===== src/rtl/mult_arb_pkg.sv =====
// mult_arb_pkg
//   Shared types, widths and the round-robin pick function used by the
//   multiplier-sharing arbiter and any other shared-resource controller.
//   Contents:
//     DATA_W       operand / product width
//     MAX_REQ      widest requester vector rr_pick can handle
//     arb_state_t  IDLE -> ISSUE -> WAIT -> RESP controller states
//     rr_pick      one-hot grant of the first set request at or after ptr
package mult_arb_pkg;

  localparam int DATA_W  = 64;
  localparam int MAX_REQ = 8;

  typedef enum logic [1:0] {IDLE, ISSUE, WAIT, RESP} arb_state_t;

  // Walks the candidates from the highest offset down so that the lowest
  // offset from ptr (the highest priority) is the last one written.
  function automatic logic [MAX_REQ-1:0] rr_pick(input logic [MAX_REQ-1:0] req,
                                                 input logic [2:0]         ptr,
                                                 input int                 num);
    logic [MAX_REQ-1:0] pick;
    int                 idx;
    pick = '0;
    for (int i = MAX_REQ - 1; i >= 0; i--) begin
      if (i < num) begin
        idx = int'(ptr) + i;
        if (idx >= num) idx = idx - num;
        if (req[idx[2:0]]) begin
          pick = '0;
          pick[idx[2:0]] = 1'b1;
        end
      end
    end
    return pick;
  endfunction

endpackage


===== src/rtl/mult_share_arbiter_if.sv =====
// mult_share_arbiter_if
//   Bundles the requester handshake and the multiplier start/done bus.
//   Requester side : req, req_mcand, req_mplier (in) / gnt, rsp_valid,
//                    rsp_error, rsp_product (out)
//   Multiplier side: mult_start, mult_mcand, mult_mplier (out) /
//                    mult_product, mult_done (in)
//   modport master : the arbiter
//   modport slave  : the requesters plus the multiplier
interface mult_share_arbiter_if
  import mult_arb_pkg::*;
#(
  parameter int NUM_REQ = 4
);

  logic [NUM_REQ-1:0]             req;
  logic [NUM_REQ-1:0][DATA_W-1:0] req_mcand;
  logic [NUM_REQ-1:0][DATA_W-1:0] req_mplier;
  logic [NUM_REQ-1:0]             gnt;
  logic [NUM_REQ-1:0]             rsp_valid;
  logic                           rsp_error;
  logic [DATA_W-1:0]              rsp_product;
  logic                           mult_start;
  logic [DATA_W-1:0]              mult_mcand;
  logic [DATA_W-1:0]              mult_mplier;
  logic [DATA_W-1:0]              mult_product;
  logic                           mult_done;

  modport master (
    input  req, req_mcand, req_mplier, mult_product, mult_done,
    output gnt, rsp_valid, rsp_error, rsp_product,
           mult_start, mult_mcand, mult_mplier
  );

  modport slave (
    output req, req_mcand, req_mplier, mult_product, mult_done,
    input  gnt, rsp_valid, rsp_error, rsp_product,
           mult_start, mult_mcand, mult_mplier
  );

endinterface


===== src/rtl/mult_share_arbiter_rr_arbiter.sv =====
// rr_arbiter
//   Combinational round-robin picker, reusable by any shared-resource
//   controller.
//   req     in   NUM_REQ  pending requests
//   ptr     in   IDX_W    highest-priority requester index
//   onehot  out  NUM_REQ  one-hot winner (0 when nothing pending)
//   index   out  IDX_W    binary index of the winner
//   any     out  1        at least one request pending
module rr_arbiter
  import mult_arb_pkg::*;
#(
  parameter  int NUM_REQ = 4,
  localparam int IDX_W   = (NUM_REQ > 1) ? $clog2(NUM_REQ) : 1
) (
  input  logic [NUM_REQ-1:0] req,
  input  logic [IDX_W-1:0]   ptr,
  output logic [NUM_REQ-1:0] onehot,
  output logic [IDX_W-1:0]   index,
  output logic               any
);

  logic [MAX_REQ-1:0] req_ext;
  logic [MAX_REQ-1:0] pick;
  logic [2:0]         ptr_ext;

  always_comb begin
    req_ext = '0;
    req_ext[NUM_REQ-1:0] = req;
    ptr_ext = '0;
    ptr_ext[IDX_W-1:0] = ptr;
    pick   = rr_pick(req_ext, ptr_ext, NUM_REQ);
    onehot = pick[NUM_REQ-1:0];
    any    = |pick;
    index  = '0;
    for (int i = 0; i < NUM_REQ; i++) begin
      if (onehot[i]) index = IDX_W'(i);
    end
  end

endmodule


===== src/rtl/mult_share_arbiter.sv =====
// mult_share_arbiter
//   Shares one iterative 64x64->64 multiplier among NUM_REQ requesters with
//   round-robin arbitration and a single multiply in flight. A watchdog
//   returns an error response if the multiplier never signals done.
//   clock  in   system clock, rising edge
//   reset  in   asynchronous, active-high
//   bus    master modport: req/operands in, gnt/rsp out, multiplier bus
//   busy   out  high in every state except IDLE
//   WAIT_MAX: WAIT cycles allowed after mult_start before timing out.
module mult_share_arbiter
  import mult_arb_pkg::*;
#(
  parameter int NUM_REQ  = 4,
  parameter int WAIT_MAX = 255
) (
  input  logic                 clock,
  input  logic                 reset,
  mult_share_arbiter_if.master bus,
  output logic                 busy
);

  localparam int IDX_W = (NUM_REQ > 1) ? $clog2(NUM_REQ) : 1;
  localparam int WD_W  = $clog2(WAIT_MAX + 1);

  arb_state_t         state;
  logic [IDX_W-1:0]   rr_ptr;
  logic [IDX_W-1:0]   owner;
  logic [WD_W-1:0]    wd_cnt;
  logic [NUM_REQ-1:0] pick_onehot;
  logic [IDX_W-1:0]   pick_idx;
  logic               pick_any;

  rr_arbiter #(.NUM_REQ(NUM_REQ)) u_rr (
    .req    (bus.req),
    .ptr    (rr_ptr),
    .onehot (pick_onehot),
    .index  (pick_idx),
    .any    (pick_any)
  );

  // The grant has to be visible in the same cycle the operands are sampled,
  // so it is the only combinational output; it is forced low during reset.
  assign bus.gnt = (state == IDLE && !reset) ? pick_onehot : '0;

  // rsp_error doubles as the timeout flag and rsp_product as the product
  // register; both are only non-zero while in RESP.
  always_ff @(posedge clock or posedge reset) begin
    if (reset) begin
      state           <= IDLE;
      rr_ptr          <= '0;
      owner           <= '0;
      wd_cnt          <= '0;
      busy            <= 1'b0;
      bus.mult_start  <= 1'b0;
      bus.mult_mcand  <= '0;
      bus.mult_mplier <= '0;
      bus.rsp_valid   <= '0;
      bus.rsp_error   <= 1'b0;
      bus.rsp_product <= '0;
    end else begin
      case (state)
        IDLE: begin
          if (pick_any) begin
            bus.mult_mcand  <= bus.req_mcand[pick_idx];
            bus.mult_mplier <= bus.req_mplier[pick_idx];
            owner           <= pick_idx;
            bus.mult_start  <= 1'b1;
            busy            <= 1'b1;
            state           <= ISSUE;
          end
        end
        ISSUE: begin
          bus.mult_start <= 1'b0;
          wd_cnt         <= '0;
          state          <= WAIT;
        end
        WAIT: begin
          // Done is checked first so a completion in the timeout cycle wins.
          // Timing out when the incremented count reaches WAIT_MAX gives
          // exactly WAIT_MAX cycles in WAIT.
          if (bus.mult_done) begin
            bus.rsp_product <= bus.mult_product;
            bus.rsp_error   <= 1'b0;
            bus.rsp_valid   <= NUM_REQ'(1) << owner;
            state           <= RESP;
          end else if (wd_cnt == WD_W'(WAIT_MAX - 1)) begin
            bus.rsp_product <= '0;
            bus.rsp_error   <= 1'b1;
            bus.rsp_valid   <= NUM_REQ'(1) << owner;
            state           <= RESP;
          end else begin
            wd_cnt <= wd_cnt + 1'b1;
          end
        end
        RESP: begin
          bus.rsp_valid   <= '0;
          bus.rsp_error   <= 1'b0;
          bus.rsp_product <= '0;
          rr_ptr          <= (owner == IDX_W'(NUM_REQ - 1)) ? '0 : owner + 1'b1;
          busy            <= 1'b0;
          state           <= IDLE;
        end
        default: state <= IDLE;
      endcase
    end
  end

endmodule


===== src/flat_wrapper.sv =====
// flat-port wrapper written by rule: the top's interface ports become plain ports
module mult_share_arbiter_flat import mult_arb_pkg::*;
#(
  parameter int NUM_REQ  = 4,
  parameter int WAIT_MAX = 255
)
  (clock, reset, busy, bus_req, bus_req_mcand, bus_req_mplier, bus_mult_product, bus_mult_done, bus_gnt, bus_rsp_valid, bus_rsp_error, bus_rsp_product, bus_mult_start, bus_mult_mcand, bus_mult_mplier);
  mult_share_arbiter_if #(.NUM_REQ(NUM_REQ)) bus_i ();
  input  logic clock;
  input  logic reset;
  output logic busy;
  input wire logic [$bits(bus_i.req)-1:0] bus_req;
  input wire logic [$bits(bus_i.req_mcand)-1:0] bus_req_mcand;
  input wire logic [$bits(bus_i.req_mplier)-1:0] bus_req_mplier;
  input wire logic [$bits(bus_i.mult_product)-1:0] bus_mult_product;
  input wire logic [$bits(bus_i.mult_done)-1:0] bus_mult_done;
  output wire logic [$bits(bus_i.gnt)-1:0] bus_gnt;
  output wire logic [$bits(bus_i.rsp_valid)-1:0] bus_rsp_valid;
  output wire logic [$bits(bus_i.rsp_error)-1:0] bus_rsp_error;
  output wire logic [$bits(bus_i.rsp_product)-1:0] bus_rsp_product;
  output wire logic [$bits(bus_i.mult_start)-1:0] bus_mult_start;
  output wire logic [$bits(bus_i.mult_mcand)-1:0] bus_mult_mcand;
  output wire logic [$bits(bus_i.mult_mplier)-1:0] bus_mult_mplier;
  assign bus_i.req = bus_req;
  assign bus_i.req_mcand = bus_req_mcand;
  assign bus_i.req_mplier = bus_req_mplier;
  assign bus_i.mult_product = bus_mult_product;
  assign bus_i.mult_done = bus_mult_done;
  assign bus_gnt = bus_i.gnt;
  assign bus_rsp_valid = bus_i.rsp_valid;
  assign bus_rsp_error = bus_i.rsp_error;
  assign bus_rsp_product = bus_i.rsp_product;
  assign bus_mult_start = bus_i.mult_start;
  assign bus_mult_mcand = bus_i.mult_mcand;
  assign bus_mult_mplier = bus_i.mult_mplier;
  mult_share_arbiter #(.NUM_REQ(NUM_REQ), .WAIT_MAX(WAIT_MAX)) u_core (.clock(clock), .reset(reset), .bus(bus_i), .busy(busy));
endmodule

===== config.mk =====
export PLATFORM = sky130hd
export DESIGN_NAME = mult_share_arbiter_flat
export DESIGN_NICKNAME = d
export VERILOG_FILES = /design/src/rtl/mult_arb_pkg.sv /design/src/rtl/mult_share_arbiter_if.sv /design/src/rtl/mult_share_arbiter_rr_arbiter.sv /design/src/rtl/mult_share_arbiter.sv /design/src/flat_wrapper.sv
export SDC_FILE = /design/constraint.sdc
export NUM_CORES = 1
export LEC_CHECK = 0
export ABC_CLOCK_PERIOD_IN_PS = 12880
export BUFFER_PORTS_ARGS = -buffer_cell sky130_fd_sc_hd__buf_2
export CAP_MARGIN = 40
export CELL_PAD_IN_SITES_DETAIL_PLACEMENT = 1
export CELL_PAD_IN_SITES_GLOBAL_PLACEMENT = 1
export CORE_AREA = 2 2 307 309
export DETAILED_ROUTE_END_ITERATION = 10
export DIE_AREA = 0 0 309 311
export GPL_TIMING_DRIVEN = 1
export PLACE_DENSITY_LB_ADDON = 0.08
export SLEW_MARGIN = 20
export SYNTH_ARGS = -nofsm -noshare
export SYNTH_HDL_FRONTEND = slang
export SYNTH_SLANG_ARGS = --single-unit

===== constraint.sdc =====
create_clock -name clock -period 12.88 [get_ports clock]
set_input_delay 1.288 -clock clock [delete_from_list [all_inputs] [get_ports clock]]
set_output_delay 1.288 -clock clock [all_outputs]
set_load 0.01 [all_outputs]

* Word-level counts from Yosys, hierarchy flattened
Cells that the tools add are included.
** Word-level totals
- Output and inout port bits :: 203
- Logic and storage cells :: 113
- Register bits :: 213
** Cells by class
- Add/sub/neg operators :: 9
- Equality and inequality tests :: 9
- Shift operators :: 1
- Multiplexer cells :: 52
- Reduce and logical (&&, ||, !) cells :: 18
- Magnitude comparators :: 13
** Operator list (count)
- $bmux 64 s2 :: 2
- $mux 64 :: 4
- $pmux 64 s2 :: 1
- $mux 8 :: 6
- $ge 32x4->1 const B :: 1
- $lt 3x4->1 const B :: 4
- $pmux 8 s2 :: 1
- $bmux 1 s3 :: 4
- $demux 1 s3 :: 4
- $ge 3x1->1 const B :: 4
- $mux 1 :: 12
- $mux 2 :: 6
- $mux 3 :: 4
- $mux 4 :: 3
- $reduce_and 2->1 :: 5
- $sub 3x3->3 const B :: 3
- $add 8x1->8 const B :: 1
- $eq 8x8->1 const B :: 1
- $pmux 2 s4 :: 1
- $pmux 4 s2 :: 1
- $reduce_bool 2->1 :: 4
- $reduce_or 8->1 :: 1
- $add 2x2->3 const B :: 2
- $eq 2x2->1 const B :: 3
- 16 further kinds :: 24

* Logic depth before layout (Yosys ltp)
- Depth after elaboration :: 16
- Mapped depth :: 13
- Gate-level depth less buffers :: 9

* Hierarchy
Synthesis repeated with hierarchy kept, for this count alone.
** Unflattened totals
- Cell total of the unflattened synthesis :: 878
- Area total of the unflattened synthesis :: 12034.0 sq um
** By module, submodules not included
- mult_share_arbiter :: cells each 830, instances 1, area an instance 11629.9 sq um
- rr_arbiter :: cells each 48, instances 1, area an instance 404.1 sq um

* Worst setup path after synthesis
No wires, ideal clock.
- Path kind :: in2out
- From :: input port reset
- To :: output port bus_gnt[0]
- Data arrival time :: 6.644 ns
- Slack :: 4.948 ns
- Cell stages on the path :: 3
- Cell sequence :: inv_1 > nand2_1 > nor2_1
** On the way
- Cells in the longest elaborated chain, start to end :: 3
** RTL lines
- start: declaration :: line flat_wrapper.sv:10 : input logic reset;
- $logic_not 1->1 :: line mult_share_arbiter.sv:43 : assign bus.gnt = (state == IDLE && !reset) ? pick_onehot : '0;
- $logic_and 1x1->1 :: line mult_share_arbiter.sv:43
- $mux 4 :: line mult_share_arbiter.sv:43
- end: declaration :: line flat_wrapper.sv:17 : output wire logic [$bits(bus_i.gnt)-1:0] bus_gnt;
No other way between the ends.

* Final worst setup path
- From :: register u_core.rr_ptr[0]
- To :: register u_core.bus.mult_mplier[17] (netlist bit)
** On the way
- Cells in the longest elaborated chain, start to end :: 16
** RTL lines
- start: declaration :: line mult_share_arbiter.sv:26 : logic [IDX_W-1:0] rr_ptr;
- start signal: assignment :: line mult_share_arbiter.sv:99 : rr_ptr <= (owner == IDX_W'(NUM_REQ - 1)) ? '0 : owner + 1'b1;
- $add 2x2->3 :: line mult_arb_pkg.sv:26 : idx = int'(ptr) + i;
- $ge 32x4->1 or $sub 3x3->3 (tied branches) :: line mult_arb_pkg.sv:27 : if (idx >= num) idx = idx - num;
- $mux 3 :: line mult_arb_pkg.sv:27
- $lt 3x4->1 (implied by the code) or $ge 3x1->1 (tied branches) :: line mult_arb_pkg.sv:30 : pick[idx[2:0]] = 1'b1;
- $logic_and 1x1->1 (implied by the code) :: line mult_arb_pkg.sv:30
- $mux 1 (implied by the code) :: line mult_arb_pkg.sv:30
- $demux 1 s3 :: line mult_arb_pkg.sv:30
- $mux 8 (3 in a row) :: line mult_arb_pkg.sv:28 : if (req[idx[2:0]]) begin
- $mux 8 (*) :: line mult_arb_pkg.sv:28
- $mux 1 :: line mult_share_arbiter_rr_arbiter.sv:36 : if (onehot[i]) index = IDX_W'(i);
- $mux 2 (2 in a row) :: line mult_share_arbiter_rr_arbiter.sv:36
- $bmux 64 s2 :: line mult_share_arbiter.sv:65 : bus.mult_mplier <= bus.req_mplier[pick_idx];
- $mux 64 (implied by the code) :: line mult_share_arbiter.sv:65
- end signal: assignment :: line mult_share_arbiter.sv:65
- end: declaration :: line mult_share_arbiter_if.sv:31 : mult_start, mult_mcand, mult_mplier
Mark *: on every way between the ends. The rest lies on a longest branch, timed or not. The select of a mux whose other input is x is not followed.
A chain may end at the register's enable or synchronous reset.

==> summary.txt <==
Flow run
  – Max-cap violations: 0

Min path
  – Hold Path Origin: u_core.bus.rsp_product[46]
  – Hold WC Path Type: flip-flop to flip-flop

Routing
  – Routed vias: 16,099
  – Final wirelength: 91.87 mm
  – Mean number of vias per cell: 4.462
  – Final ANT Viol Nets: 0
  – 1st-pass router iterations: 5
  – Drt drc: 0
  – Starting DRC count in detailed routing: 831
  – DR WL/cell: 25.46 µm

Finish
  – Final net count: 2,900
  – Share of cells above drive strength 1: 0.3837
  – Commonest non-fill, non-tap cell in the layout: buf_2
  – # fillers: 11,290
  – Commonest cells after routing, fill and taps aside: buf_2 (785), nand2_1 (399), o21ai_0 (326)
  – Layout area overhead: 50.80%

Critical path
  – Flop2flop setup slack: 7.85 ns
  – Setup crit start: u_core.rr_ptr[0]
  – Worst setup SP type: flip-flop
  – Crit path cell chain: inv_1 -> ha_1 -> or3_1 -> a211oi_1 -> a311oi_4 -> buf_4 -> nor4_4 -> and2_4 -> buf_4 -> buf_12 -> o32a_1
  – CP bufs+invs: 4
  – Worst Setup End Kind: flip-flop
  – Most numerous cell on the critical path: buf_4
  – Slowest cell on the critical path: and2_4
  – WP data arrival: 5.51 ns
  – CP Max Fanout: 54
  – Slowest cell delay on critical path: 0.73 ns
  – Setup CP Type: flip-flop to flip-flop
  – R2r startpoint: u_core.rr_ptr[0]
  – Critical path's top delay family: simple AND/OR/NAND/NOR gates
  – Worst Path Required: 13.35 ns

Placed design
  – Port-buffer cells: 785
  – RePlAce Congestion: 0.8397
  – Pre-CTS WS: 7.310 ns
  – DP HPWL: 67.74 mm

Logic synthesis
  – Post-Syn Area: 12,860 µm²
  – Synth warnings: 0
  – Top post-synthesis cells by area: dfrtp_1 (41%), o21ai_0 (13%), nand2_1 (12%)
  – Synth area leader: dfrtp_1
  – Mapped Cells: 1,618
  – Post-synth top area share: 0.4146
  – Count of different cell masters after synthesis: 47
  – Syn_nets: 2,219
  – Mean post-synth cell area: 7.946 µm²
  – Sequential fraction of the synthesis area: 0.4146
  – Post-synthesis register bit count: 213

Pwr
  – Power share of the combinational group: 0.690
  – Switch Pwr: 3.577 mW
  – Flop pwr share: 0.175
  – Peak VDD IR: 0.1727 mV
  – Switching Fraction: 0.5414
  – Leak: 8.552 nW
  – P_int: 3.030 mW
  – Cell Pwr Density: 340.7 nW/µm²
  – Clock Power Share: 0.135

Clocking
  – H-tree Lvls: 2
  – Num CTS Buffers: 35
  – Cts hold-fix bufs: 0
  – CTS sink cnt: 213
  – CTS Root Cell: clkbuf_16
  – Worst-path clk slew: 0.05 ns
  – Postcts setup bufs: 0
  – Cts repair resizes: 0
  – Worst skew pair latency: 0.54 ns
  – CTS max path bufs: 3
  – TritonCTS clock tree: built

Floorplan
  – Initial core utilization: 0.1386
  – Die area: 96,100 µm²
  – FP Rows: 112
  – Die height: 311 µm
  – I/O pins: 786
  – Core Area: 92,770 µm²
  – Die X: 309 µm

Timing
  – Hold Fails Final Rpt: 0
  – Final critical-path share of the clock period: 0.3907
  – RSZ-0062 raised after global routing: false
  – Slew Limit Fails: 0
  – Slew margin rel.: 0.3673
  – Final setup vio count: 0
  – Final Skew: 0.01174 ns
  – Minimum clock period: 5.032 ns
  – Setup TNS: 0 ns
  – Worst Tran Pin Value: 0.9490 ns
  – Highest Clock Rate: 198.7 MHz
  – Setup ws final: 7.848 ns

GRT
  – GR Overflow Total: 0
  – First-pass GRT wire length: 130.2 mm
  – Initial antenna violation count: 77
  – GRT Total Usage: 0.1847
  – Vias in the first global route: 17,711
  – Largest net degree at the start of global routing: 129

Status
  – Status: finished clean
[power groups by stage]
stage	clock network (mW)	logic, mW	registers (mW)
final	0.891	4.56	1.16
after global routing	0.957	5.01	1.20
after global placement	0	4.43	1.16
after detailed placement	0	4.63	1.17
after floorplan	0	2.59	1.27
after CTS	0.940	4.64	1.16
[area by class of cell]
cell class	count	area, µm²	share of cell area
Antenna cell	32	80.08	0.004130
Clock buffer	52	979.7	0.05053
Clock inverter	8	51.30	0.002646
Inverter	9	41.29	0.002130
Multi-Input combinational cell	1217	6855	0.3536
Sequential cell	213	5330	0.2749
Tap cell	1254	1569	0.08092
Timing Repair Buffer	823	4482	0.2312
[synth_stat cells, drive strengths merged]
master	n
nand2	400
o21ai	329
dfrtp	213
clkbuf	142
a31oi	129
a21oi	128
o32a	128
buf	37
ha	18
nor2	11
inv	9
nand2b	7
nand3	6
xor2	6
mux2i	5
nor2b	5
nand4	4
a211oi	3
and2	3
mux2	3
nor3	3
a21boi	2
a2bb2oi	2
a311o	2
a311oi	2
and3	2
and4	2
mux4	2
nor4	2
o22ai	2
or2	2
a211o	1
a221o	1
a41oi	1
o211a	1
o21a	1
o21bai	1
o22a	1
o31ai	1
or3	1
[per-layer routing]
| layer | share of wire | up-vias | wire length (µm) | track usage |
|---|---|---|---|---|
| li1 | - | 7318 | - | - |
| met1 | 0.39 | 7970 | 35480 | 0.2069 |
| met2 | 0.52 | 588 | 47320 | 0.3373 |
| met3 | 0.068 | 187 | 6237 | 0.05115 |
| met4 | 0.028 | 36 | 2593 | 0.05274 |
| met5 | 0.0026 | - | 240 | 0 |
[metrics by stage]
step	hold slack, ns	power (mW)	area, µm²	instances	utilization
after detailed placement	0.4658	5.799	18170	3511	0.1958
after global routing	0.4906	7.171	19360	3595	0.2086
final	0.4725	6.606	19390	3608	0.2090
after floorplan	0.4900	3.860	12860	1618	-
after CTS	0.4785	6.740	19200	3571	0.2069
after global placement	0.4593	5.585	17900	3500	0.1930
[logic make-up (layout without fill, tap and decap cells)]
group                    after synthesis  after routing  synth area share
AO/OA/AOI/OAI                        735            735            0.3551
XOR/XNOR                               6              6          0.004087
adder cells (fa/ha/maj)               18             18           0.01752
buffers and inverters                188            892           0.05965
flip-flops                           213            213            0.4146
multiplexers                          10             10           0.01002
other                                  0             32                 0
AND/OR/NAND/NOR                      448            448            0.1391
[worst paths after layout]
kind	depth (start not counted)	end
worst max-delay path	11	u_core.bus.mult_mplier[17]
worst min-delay path	2	u_core.bus.rsp_product[46]
worst max register to register	11	u_core.bus.mult_mplier[17]
worst min register to register	2	u_core.bus.rsp_product[46]
max in group asynchronous	5	u_core.bus.mult_mplier[22]
min in group asynchronous	2	u_core.bus.rsp_product[11]
[sequential cells by signal, summed over array words and instances, names as in the netlist]
signal	cells
u_core.bus.mult_mcand	64
u_core.bus.mult_mplier	64
u_core.bus.mult_start	1
u_core.bus.rsp_error	1
u_core.bus.rsp_product	64
u_core.bus.rsp_valid	4
u_core.busy	1
u_core.owner	2
u_core.rr_ptr	2
u_core.state	2
u_core.wd_cnt	8
[worst min-delay path, delay by kind of cell (launching register included)]
family	cells	cell delay (ns)
flops	1	0.33
compound gates	1	0.06
simple gates	1	0.04
(Power assumes the default switching activity.)
